--- config.mk ---
export PLATFORM = sky130hd
export DESIGN_NAME = dmem_store_buffer
export DESIGN_NICKNAME = d
export VERILOG_FILES = /design/src/rtl/riscv_pkg.sv /design/src/rtl/sb_fwd_merge.sv /design/src/rtl/dmem_store_buffer.sv
export SDC_FILE = /design/constraint.sdc
export NUM_CORES = 1
export LEC_CHECK = 0
export CORE_MARGIN = 2
export CORE_UTILIZATION = 45
export DETAILED_ROUTE_END_ITERATION = 16
export PLACE_DENSITY_LB_ADDON = 0.2
export SLEW_MARGIN = 30
export SYNTH_ARGS = -nofsm -noshare
export SYNTH_HDL_FRONTEND = slang
export SYNTH_HIERARCHICAL = 1
export SYNTH_SLANG_ARGS = --single-unit
--- constraint.sdc ---
create_clock -name clk -period 6.65 [get_ports clk]
set_clock_uncertainty 0.05 [all_clocks]
set_input_delay 1.995 -clock clk [delete_from_list [all_inputs] [get_ports clk]]
set_output_delay 1.995 -clock clk [all_outputs]
set_load 0.005 [all_outputs]
--- src/rtl/riscv_pkg.sv ---
// riscv_pkg - shared types and helpers for the data-memory store buffer.
//   ACC_BYTE/ACC_HALF/ACC_WORD : one-hot access size encodings (access_size_i)
//   sb_entry_t                 : one buffered store {word_adr, data, be}
//   sb_lane_t                  : lane-aligned store data plus byte enables
//   store_lanes()              : replicates store data across lanes and
//                                builds the byte enables from size/offset
package riscv_pkg;

  localparam logic [2:0] ACC_BYTE = 3'b001;
  localparam logic [2:0] ACC_HALF = 3'b010;
  localparam logic [2:0] ACC_WORD = 3'b100;

  typedef struct packed {
    logic [29:0] word_adr;
    logic [31:0] data;
    logic [3:0]  be;
  } sb_entry_t;

  typedef struct packed {
    logic [31:0] data;
    logic [3:0]  be;
  } sb_lane_t;

  // Replicating the data into every lane lets the enables alone pick the
  // target bytes, so no data shifter is needed.
  function automatic sb_lane_t store_lanes(input logic [2:0]  size,
                                           input logic [1:0]  ofs,
                                           input logic [31:0] sd);
    sb_lane_t r;
    case (size)
      ACC_BYTE: begin
        r.be   = 4'b0001 << ofs;
        r.data = {4{sd[7:0]}};
      end
      ACC_HALF: begin
        r.be   = 4'b0011 << ofs;
        r.data = {2{sd[15:0]}};
      end
      ACC_WORD: begin
        r.be   = 4'b1111;
        r.data = sd;
      end
      default: begin
        r.be   = 4'b0000;
        r.data = sd;
      end
    endcase
    return r;
  endfunction

endpackage

--- src/rtl/sb_fwd_merge.sv ---
// sb_fwd_merge - load forwarding from the store buffer.
//   entries_i  : store buffer entry array
//   head_i     : index of the oldest entry
//   count_i    : number of valid entries (valid entries are head..head+count-1)
//   word_adr_i : word address of the load
//   mem_data_i : backing memory read data
//   data_o     : per-byte-lane merge, youngest matching entry wins, else memory
module sb_fwd_merge
  import riscv_pkg::*;
#(
  parameter int SB_DEPTH = 4,
  localparam int PTR_W = $clog2(SB_DEPTH)
) (
  input  sb_entry_t [SB_DEPTH-1:0] entries_i,
  input  logic [PTR_W-1:0]         head_i,
  input  logic [PTR_W:0]           count_i,
  input  logic [29:0]              word_adr_i,
  input  logic [31:0]              mem_data_i,
  output logic [31:0]              data_o
);

  sb_entry_t  e_s;
  logic       hit_s;
  logic [7:0] byte_s;

  // Walk oldest to youngest so a later hit overrides an earlier one.
  always_comb begin
    data_o = mem_data_i;
    e_s    = '0;
    hit_s  = 1'b0;
    byte_s = 8'h00;
    for (int l = 0; l < 4; l++) begin
      byte_s = mem_data_i[8*l +: 8];
      for (int k = 0; k < SB_DEPTH; k++) begin
        e_s    = entries_i[head_i + PTR_W'(k)];
        hit_s  = ((PTR_W+1)'(k) < count_i) && (e_s.word_adr == word_adr_i) && e_s.be[l];
        byte_s = hit_s ? e_s.data[8*l +: 8] : byte_s;
      end
      data_o[8*l +: 8] = byte_s;
    end
  end

endmodule

--- src/rtl/dmem_store_buffer.sv ---
// dmem_store_buffer - data-memory responder with an in-order store buffer.
//   clk, reset_n (async, active-low)
//   adr_v_i/adr_i/is_store_i/store_data_i/access_size_i : core request
//   load_data_o : aligned load word, same cycle, with store forwarding
//   stall_o     : store refused this cycle (buffer full)
//   sb_empty_o  : no pending stores
//   mem_rd_adr_o/mem_rd_data_i : backing memory async read port
//   mem_wr_req_o/adr/data/be, mem_wr_gnt_i : backing memory write port
// Optional build macro SB_COALESCE_EN: merge a store into the youngest entry
// when it hits the same word and that entry is not the one being drained.
module dmem_store_buffer
  import riscv_pkg::*;
#(
  parameter int XLEN     = 32,
  parameter int SB_DEPTH = 4
) (
  input  logic            clk,
  input  logic            reset_n,
  input  logic            adr_v_i,
  input  logic [XLEN-1:0] adr_i,
  input  logic            is_store_i,
  input  logic [XLEN-1:0] store_data_i,
  input  logic [2:0]      access_size_i,
  output logic [XLEN-1:0] load_data_o,
  output logic            stall_o,
  output logic            sb_empty_o,
  output logic [XLEN-1:0] mem_rd_adr_o,
  input  logic [XLEN-1:0] mem_rd_data_i,
  output logic            mem_wr_req_o,
  output logic [XLEN-1:0] mem_wr_adr_o,
  output logic [XLEN-1:0] mem_wr_data_o,
  output logic [3:0]      mem_wr_be_o,
  input  logic            mem_wr_gnt_i
);

  localparam int PTR_W = $clog2(SB_DEPTH);
  localparam logic [PTR_W:0] FULL_CNT = (PTR_W+1)'(SB_DEPTH);

  sb_entry_t [SB_DEPTH-1:0] entries_q;
  logic [PTR_W-1:0] head_q, head_d, tail_q, tail_d;
  logic [PTR_W:0]   count_q, count_d;
  logic             empty_s, full_s, store_req_s, push_s, pop_s, merge_s;
  sb_lane_t         lane_s;
  sb_entry_t        head_e_s;

`ifdef SB_COALESCE_EN
  logic [PTR_W-1:0] youngest_s;
  sb_entry_t        young_e_s, merged_s;

  // Merge candidate: youngest entry, never the head while it is being offered.
  always_comb begin
    youngest_s = tail_q - {{(PTR_W-1){1'b0}}, 1'b1};
    young_e_s  = entries_q[youngest_s];
    merge_s    = store_req_s && (count_q > (PTR_W+1)'(1)) &&
                 (young_e_s.word_adr == adr_i[31:2]);
    merged_s   = young_e_s;
    merged_s.be = young_e_s.be | lane_s.be;
    for (int l = 0; l < 4; l++) begin
      merged_s.data[8*l +: 8] = lane_s.be[l] ? lane_s.data[8*l +: 8]
                                             : young_e_s.data[8*l +: 8];
    end
  end
`else
  assign merge_s = 1'b0;
`endif

  // Request decode, occupancy and pointer next-state.
  always_comb begin
    lane_s      = store_lanes(access_size_i, adr_i[1:0], store_data_i);
    empty_s     = (count_q == {(PTR_W+1){1'b0}});
    full_s      = (count_q == FULL_CNT);
    store_req_s = adr_v_i & is_store_i;
    push_s      = store_req_s & ~full_s & ~merge_s;
    pop_s       = ~empty_s & mem_wr_gnt_i;
    stall_o     = store_req_s & full_s & ~merge_s;
    head_d      = pop_s  ? head_q + {{(PTR_W-1){1'b0}}, 1'b1} : head_q;
    tail_d      = push_s ? tail_q + {{(PTR_W-1){1'b0}}, 1'b1} : tail_q;
    case ({push_s, pop_s})
      2'b10:   count_d = count_q + {{PTR_W{1'b0}}, 1'b1};
      2'b01:   count_d = count_q - {{PTR_W{1'b0}}, 1'b1};
      default: count_d = count_q;
    endcase
  end

  // Write port presents the head entry; zeroed while empty.
  always_comb begin
    head_e_s      = entries_q[head_q];
    mem_wr_req_o  = ~empty_s;
    mem_wr_adr_o  = empty_s ? '0 : {head_e_s.word_adr, 2'b00};
    mem_wr_data_o = empty_s ? '0 : head_e_s.data;
    mem_wr_be_o   = empty_s ? 4'b0000 : head_e_s.be;
    sb_empty_o    = empty_s;
    mem_rd_adr_o  = {adr_i[XLEN-1:2], 2'b00};
  end

  // Buffer state; reset discards every pending store.
  always_ff @(posedge clk or negedge reset_n) begin
    if (!reset_n) begin
      entries_q <= '0;
      head_q    <= '0;
      tail_q    <= '0;
      count_q   <= '0;
    end else begin
      head_q  <= head_d;
      tail_q  <= tail_d;
      count_q <= count_d;
      if (push_s) begin
        entries_q[tail_q] <= '{word_adr: adr_i[31:2], data: lane_s.data, be: lane_s.be};
      end
`ifdef SB_COALESCE_EN
      if (merge_s) begin
        entries_q[youngest_s] <= merged_s;
      end
`endif
    end
  end

  sb_fwd_merge #(.SB_DEPTH(SB_DEPTH)) u_fwd (
    .entries_i  (entries_q),
    .head_i     (head_q),
    .count_i    (count_q),
    .word_adr_i (adr_i[31:2]),
    .mem_data_i (mem_rd_data_i),
    .data_o     (load_data_o)
  );

endmodule

== Word level (Yosys, flattened, before mapping) ==
Index checks and enable logic that the tools add are counted.
Storage, ports and cells
  register bits after elaboration: 271
  input bits: 104
  output and inout bits: 135
  logic and storage cells: 104
Operators by class
  $add $sub $neg: 6
  $lt $le $gt $ge: 10
  eq/ne operators: 10
  shift operators: 2
  muxes and demuxes: 32
  bitwise logic cells: 6
  reductions and logical operators: 23
Operators by type and width (number)
  binary-select mux 66 bit (select 2 bit): 4
  two-way mux 66 bit: 5
  bitwise mux 264 bit: 1
  demux 66 bit (select 2 bit): 1
  two-way mux 8 bit: 16
  equality test 30 bit: 4
  one-hot mux 36 bit (3 select lines): 1
  two-way mux 32 bit: 2
  logical AND 1 bit: 21
  less-than comparator 2 x 3 -> 1 bit (second input constant): 5
  equality test 3 bit (second input constant): 2
  less-than comparator 1 x 3 -> 1 bit (first input constant): 2
  less-than comparator 2 x 3 -> 1 bit (first input constant): 2
  one-hot mux 3 bit (2 select lines): 1
  adder 2 x 1 -> 2 bit (second input constant): 2
  adder 2 bit (second input constant): 2
  bitwise AND 1 bit: 4
  two-way mux 4 bit: 1
  left shift 1 x 2 -> 4 bit (first input constant): 1
  left shift 2 x 2 -> 4 bit (first input constant): 1
  adder 3 x 1 -> 3 bit (second input constant): 1
  equality test 3 x 1 -> 1 bit (second input constant): 1
  equality test 3 x 2 -> 1 bit (second input constant): 1
  zero test 3 bit: 1
  6 further kinds: 7

== Depth between registers and ports, before layout ==
  depth in word-level cells: 9
  gate-level depth with buffers: 17
  mapped depth without buffers: 9

== Cells and area by module ==
The synthesis kept the hierarchy.
Modules (own cells, without submodules)
  dmem_store_buffer: instances 1, cells an instance 991, area each 13218.9 µm², sequential area each 6781.5 µm²
  sb_fwd_merge: instances 1, cells an instance 1264, area each 9874.5 µm², sequential area each 0.0 µm²

== Least setup slack after synthesis ==
Ideal clock, no wire load.
  path kind: input-to-output
  start: in adr_i[27]
  end: out load_data_o[16]
  arrival: 4648 ps
  slack: -43 ps
  stages on the path: 11
  buffers on the path: 2
  path through: buf_1 and2b_1 a222oi_1 nand4_1 or4b_1 or4_4 o2111ai_4 buf_6 nor2b_1 o31ai_1 o211ai_1
On the way
  cells in the longest elaborated chain, start to end: 7
  elaborated cells on any way between the ends: 16
  classes of those cells: 4 x eq/ne; 4 x mux; 8 x reduce/logical
RTL lines
  start: declaration: RTL line dmem_store_buffer.sv:20  | input logic [XLEN-1:0] adr_i,
  equality test 30 bit: RTL line sb_fwd_merge.sv:36  | hit_s = ((PTR_W+1)'(k) < count_i) && (e_s.word_adr == word_adr_i) && e_s.be[l];
  logical AND 1 bit (2 in series): RTL line sb_fwd_merge.sv:36
  two-way mux 8 bit (3 in series): RTL line sb_fwd_merge.sv:37  | byte_s = hit_s ? e_s.data[8*l +: 8] : byte_s;
  two-way mux 8 bit *: RTL line sb_fwd_merge.sv:37
  end: declaration: RTL line dmem_store_buffer.sv:24  | output logic [XLEN-1:0] load_data_o,
Mark *: on every way between the ends. The rest lies on a longest branch, timed or not.

== Final worst setup path ==
Ends and elaborated chain as after synthesis.

==> results.md <==
- Among all flip-flop cells after synthesis, the most frequent one is dfrtp_1.
- The routed design could run at a clock period as short as roughly 7.2 ns.
- The number of H-tree levels is 2.
- The proportion of synthesized area in mux cells is approximately 33%.
- The clock net in this run drives a total of around 270 sinks.
- The detail-routed via count per cell is about 6.4.
- The number of global-route vias before repair is ~21000.
- The clock passes through at most 3 buffers.
- The class of the most critical setup path is primary input to output pin.
- The xor and xnor area share after synthesis is ~3.5%.
- The initial antenna violation count is 2.
- The category of cells accounting for the largest share of critical-path delay is simple AND/OR/NAND/NOR gates.
- Sorting the synthesized cells by how often they occur yields dfrtp_1, mux2i_1, a21oi_1, mux2_2, nor2_1.
- Of the total synthesized cell area, the portion taken by AND, OR, NAND and NOR gates is a little under an eighth.
- The placed instance area is 0.0271 mm².
- Compared with the post-synthesis result, the final layout area differs by 28.4%.
- The highest metal layer with signal wires is met5.
- The number of I/O port buffers is 234.
- The largest area contributor in the netlist is dfrtp_1.
- The critical path buffer and inverter count is 4.
- Power comes to roughly 0.016 W.
- The region available for standard cell placement spans about 0.05 mm².
- The wire length after detailed routing is about 86000 µm.
- Walking the worst path, the cells encountered are buf_6 -> and2b_1 -> a222oi_1 -> nand4_1 -> or4b_4 -> or4_4 -> o2111ai_4 -> buf_12 -> buf_8 -> nor2b_4 -> o31ai_2 -> o211ai_1 -> buf_2.
- The area of the die is between 0.05 and 0.06 mm².
- The run finished, with violations left.
- The critical path endpoint category is an output pin.
- The synthesized-area fraction occupied by adder cells is less than 1%.
- The routed metal-1 wirelength is ~36000 µm.
- The number of buffers added by the clock tree synthesis step is 35.
- The vertical extent of the die is approximately 230 µm.
- The cell count after synthesis came out at about 2300.
- Summing the areas of all compound-gate instances in the mapped netlist gives between 10% and 20% of the synthesized area.
- The largest voltage drop on the vdd net is 301 µV.
- The distinct cell type count after synthesis is 95.
- The wire length of the first global-routing pass is between 100000 and 150000 µm.
- The delay contributed by the slowest stage of the critical path is just over 0.6 ns.
- Row generation in the floorplan step produced 83 rows.
- The initial DRC count is roughly 2100.
- Once the floorplan was initialized, standard cells occupied between 40 and 50% of the core.
- The per-cell routed wire length is about 26 µm.
- Across all setup checks in the final design, the least slack found is -0.573 ns.
- Clock-pin slew was measured on the worst setup and hold paths at approximately 0.06 ns.
- By instance count, the leading cell after synthesis is dfrtp_1.
- The tightest min-delay check is of the register to register type.
- The worst slew slack as a fraction of its limit is between 30 and 40%.
- At the pin with the least slew margin, the transition time is a little over 0.9 ns.
- The amount of wire on met2 after detailed routing is around 39000 µm.
- The width of the die is 231 µm.
- The final routed DRC violation total is 0.
- The first-pass iteration count of the detailed router is 8.
- For this design the ratio of total power to cell area is between 500 and 600 mW/mm².
- The number of nets with antenna violations after routing is 0.
- The net count of the finished layout is roughly 2700.
- The global-route usage over all layers is around a third.
- The top-area cell type share of the netlist area is just under 30%.
- Once layout is done, the placed cells without fillers occupy between 0.02 and 0.03 mm².
- The main combinational cell family by area after synthesis is multiplexers.
- At the worst endpoint, the required time is 4.61 ns.
- The congestion estimate from routability-driven global placement came to roughly 0.98.
- The signal arrival time at the worst endpoint is 5.18 ns.
- The clock latency of the later-clocked register in the worst-skew pair is 0.55 ns.
- The total overflow left after global routing is 0.
- The number of diodes is 0.
- A synthesized cell averages just over 10 µm².
- For this run, the top clock speed supported by timing is about 140 MHz.
- The period utilization is 109%.
- The number of warning messages in the yosys log is 6.
- The via count is roughly 21000.
- The checks that failed: setup timing.
- The portion of the post-synthesis area used by sequential elements is ~29%.
- Of all nets on the critical path, the largest fanout is 4.
- The pin count of the biggest net entering global routing is approximately 120.
- The clock root buffer is clkbuf_16.
- The nature of the critical path startpoint is a primary input.
- The number of max-slew violations in the final report is 0.
- Setup repair after global routing could not meet its margin everywhere.
- Ranked by total cell area, the synthesized netlist is headed by dfrtp_1, mux2i_1, mux4_2, mux2_2, a21oi_1.
- The final hold violation count is 0.
- ~240 I/O pins were placed.
- The number of storage elements in the synthesis netlist is roughly 270.
- The number of maximum-capacitance constraint violations is 0.
- In this run, post-CTS hold repair placed 0 buffers.
- The CTS tree is built.
- The netlist area before placement is roughly 0.023 mm².
- The share of layout cells above drive strength 1 is 34.8%.
- The count of flip-flops with a built-in enable after synthesis is 0.
- The standby leakage power is ~12 nW.
- For this run, asynchronously set or reset flops after synthesis account for 100%.
- Setup violations remaining at the end of the flow were counted as 32.
- Once detailed placement completed, the half-perimeter wirelength came to roughly 60000 µm.
- The cell with the largest stage delay on the worst path is or4_4.
- The detailed route wirelength on metal3 is about 7000 µm.
## where the power goes
part / internal [W] / switching [W]
Sequential: 0.00249 / 0.00101
Combinational: 0.00550 / 0.00540
Clock: 0.00113 / 0.000794
Total: 0.00913 / 0.00720
## worst register-to-register path, delay by kind of cell, from the launching register on
family / cells / cell delay, ns
buffers and inverters: 1 / 0.47
flip-flops: 1 / 0.54
multiplexers: 1 / 0.39
AND/OR/NAND/NOR: 2 / 1.66
## cells in the final DEF, fill, tap and decap left out, types with 9 or more instances in the layout
| master | instances |
|---|---|
| a2111oi_4 | 9 |
| a211o_1 | 13 |
| a211oi_1 | 10 |
| a21oi_1 | 218 |
| a31oi_1 | 79 |
| and2_1 | 97 |
| buf_12 | 20 |
| buf_2 | 42 |
| buf_4 | 250 |
| buf_6 | 54 |
| clkbuf_16 | 35 |
| clkdlybuf4s50_1 | 171 |
| dfrtp_1 | 269 |
| inv_1 | 25 |
| mux2_2 | 181 |
| mux2_4 | 48 |
| mux2i_1 | 245 |
| mux4_2 | 99 |
| nand2_1 | 72 |
| nand3_1 | 18 |
| nand4_1 | 18 |
| nor2_1 | 108 |
| nor2b_1 | 22 |
| nor3_1 | 33 |
| o211ai_1 | 34 |
| o21ai_0 | 50 |
| o221ai_1 | 11 |
| o221ai_2 | 11 |
| o22ai_1 | 11 |
| o31a_1 | 10 |
| xnor2_1 | 59 |
| xnor2_2 | 10 |
| xor2_1 | 16 |
## metrics by stage
stage	hold slack, ns	setup TNS, ns	std cells	worst slack [ns]	util, %
3_5_place_dp	0.491	-34.65	3192	-1.15	53.1
6_report	0.500	-10.24	3331	-0.573	58.1
4_1_cts	0.501	-9.93	3317	-0.525	57.6
2_1_floorplan	0.457	0	2258	0.0174	-
3_3_place_gp	0.476	-35.82	3191	-1.23	53.0
5_1_grt	0.524	-11.21	3331	-0.583	58.1
## state kept, by name, indices dropped and copies added, names as in the netlist
register and count:
count_q 3, head_q 2, entries_q 264, tail_q 2
## worst paths after layout
kind	from	to	slack, ns	cells past startpoint
max	adr_i[27]	load_data_o[16]	-0.57	13
min	entries_q[141]	entries_q[141]	0.50	1
max reg2reg	count_q[2]	entries_q[243]	3.40	4
min reg2reg	entries_q[141]	entries_q[141]	0.50	1
max in group asynchronous	reset_n	entries_q[27]	3.83	2
min in group asynchronous	reset_n	entries_q[187]	1.43	1
## metal layers
layer | vias up | GRT usage [%]
met5 | - | 0
met3 | 227 | 5.83
met2 | 1014 | 49.1
li1 | 9258 | -
met4 | 2 | 12.8
met1 | 10700 | 43.6
## kinds of logic after synthesis
logic type	Yosys count
mux	579
compound gates	567
simple gates	475
flops	271
buf+inv	263
xor+xnor	93
fa+ha+maj	6
other cells	1
## cell type report
class,instances,area [µm²]
Inverter,35,136
Fill cell,4340,21300
Clock inverter,14,139
Multi-Input combinational cell,1724,15700
Timing Repair Buffer,559,5050
Sequential cell,271,6790
Clock buffer,48,995
Tap cell,680,851
## timing repair
item	CTS	global route
gates resized for setup	391	84
endpoints found under the setup margin	32	32
pin swaps	94	48
cloned	3	0
setup buffers	63	20
Power figures use the tool's default switching activity.
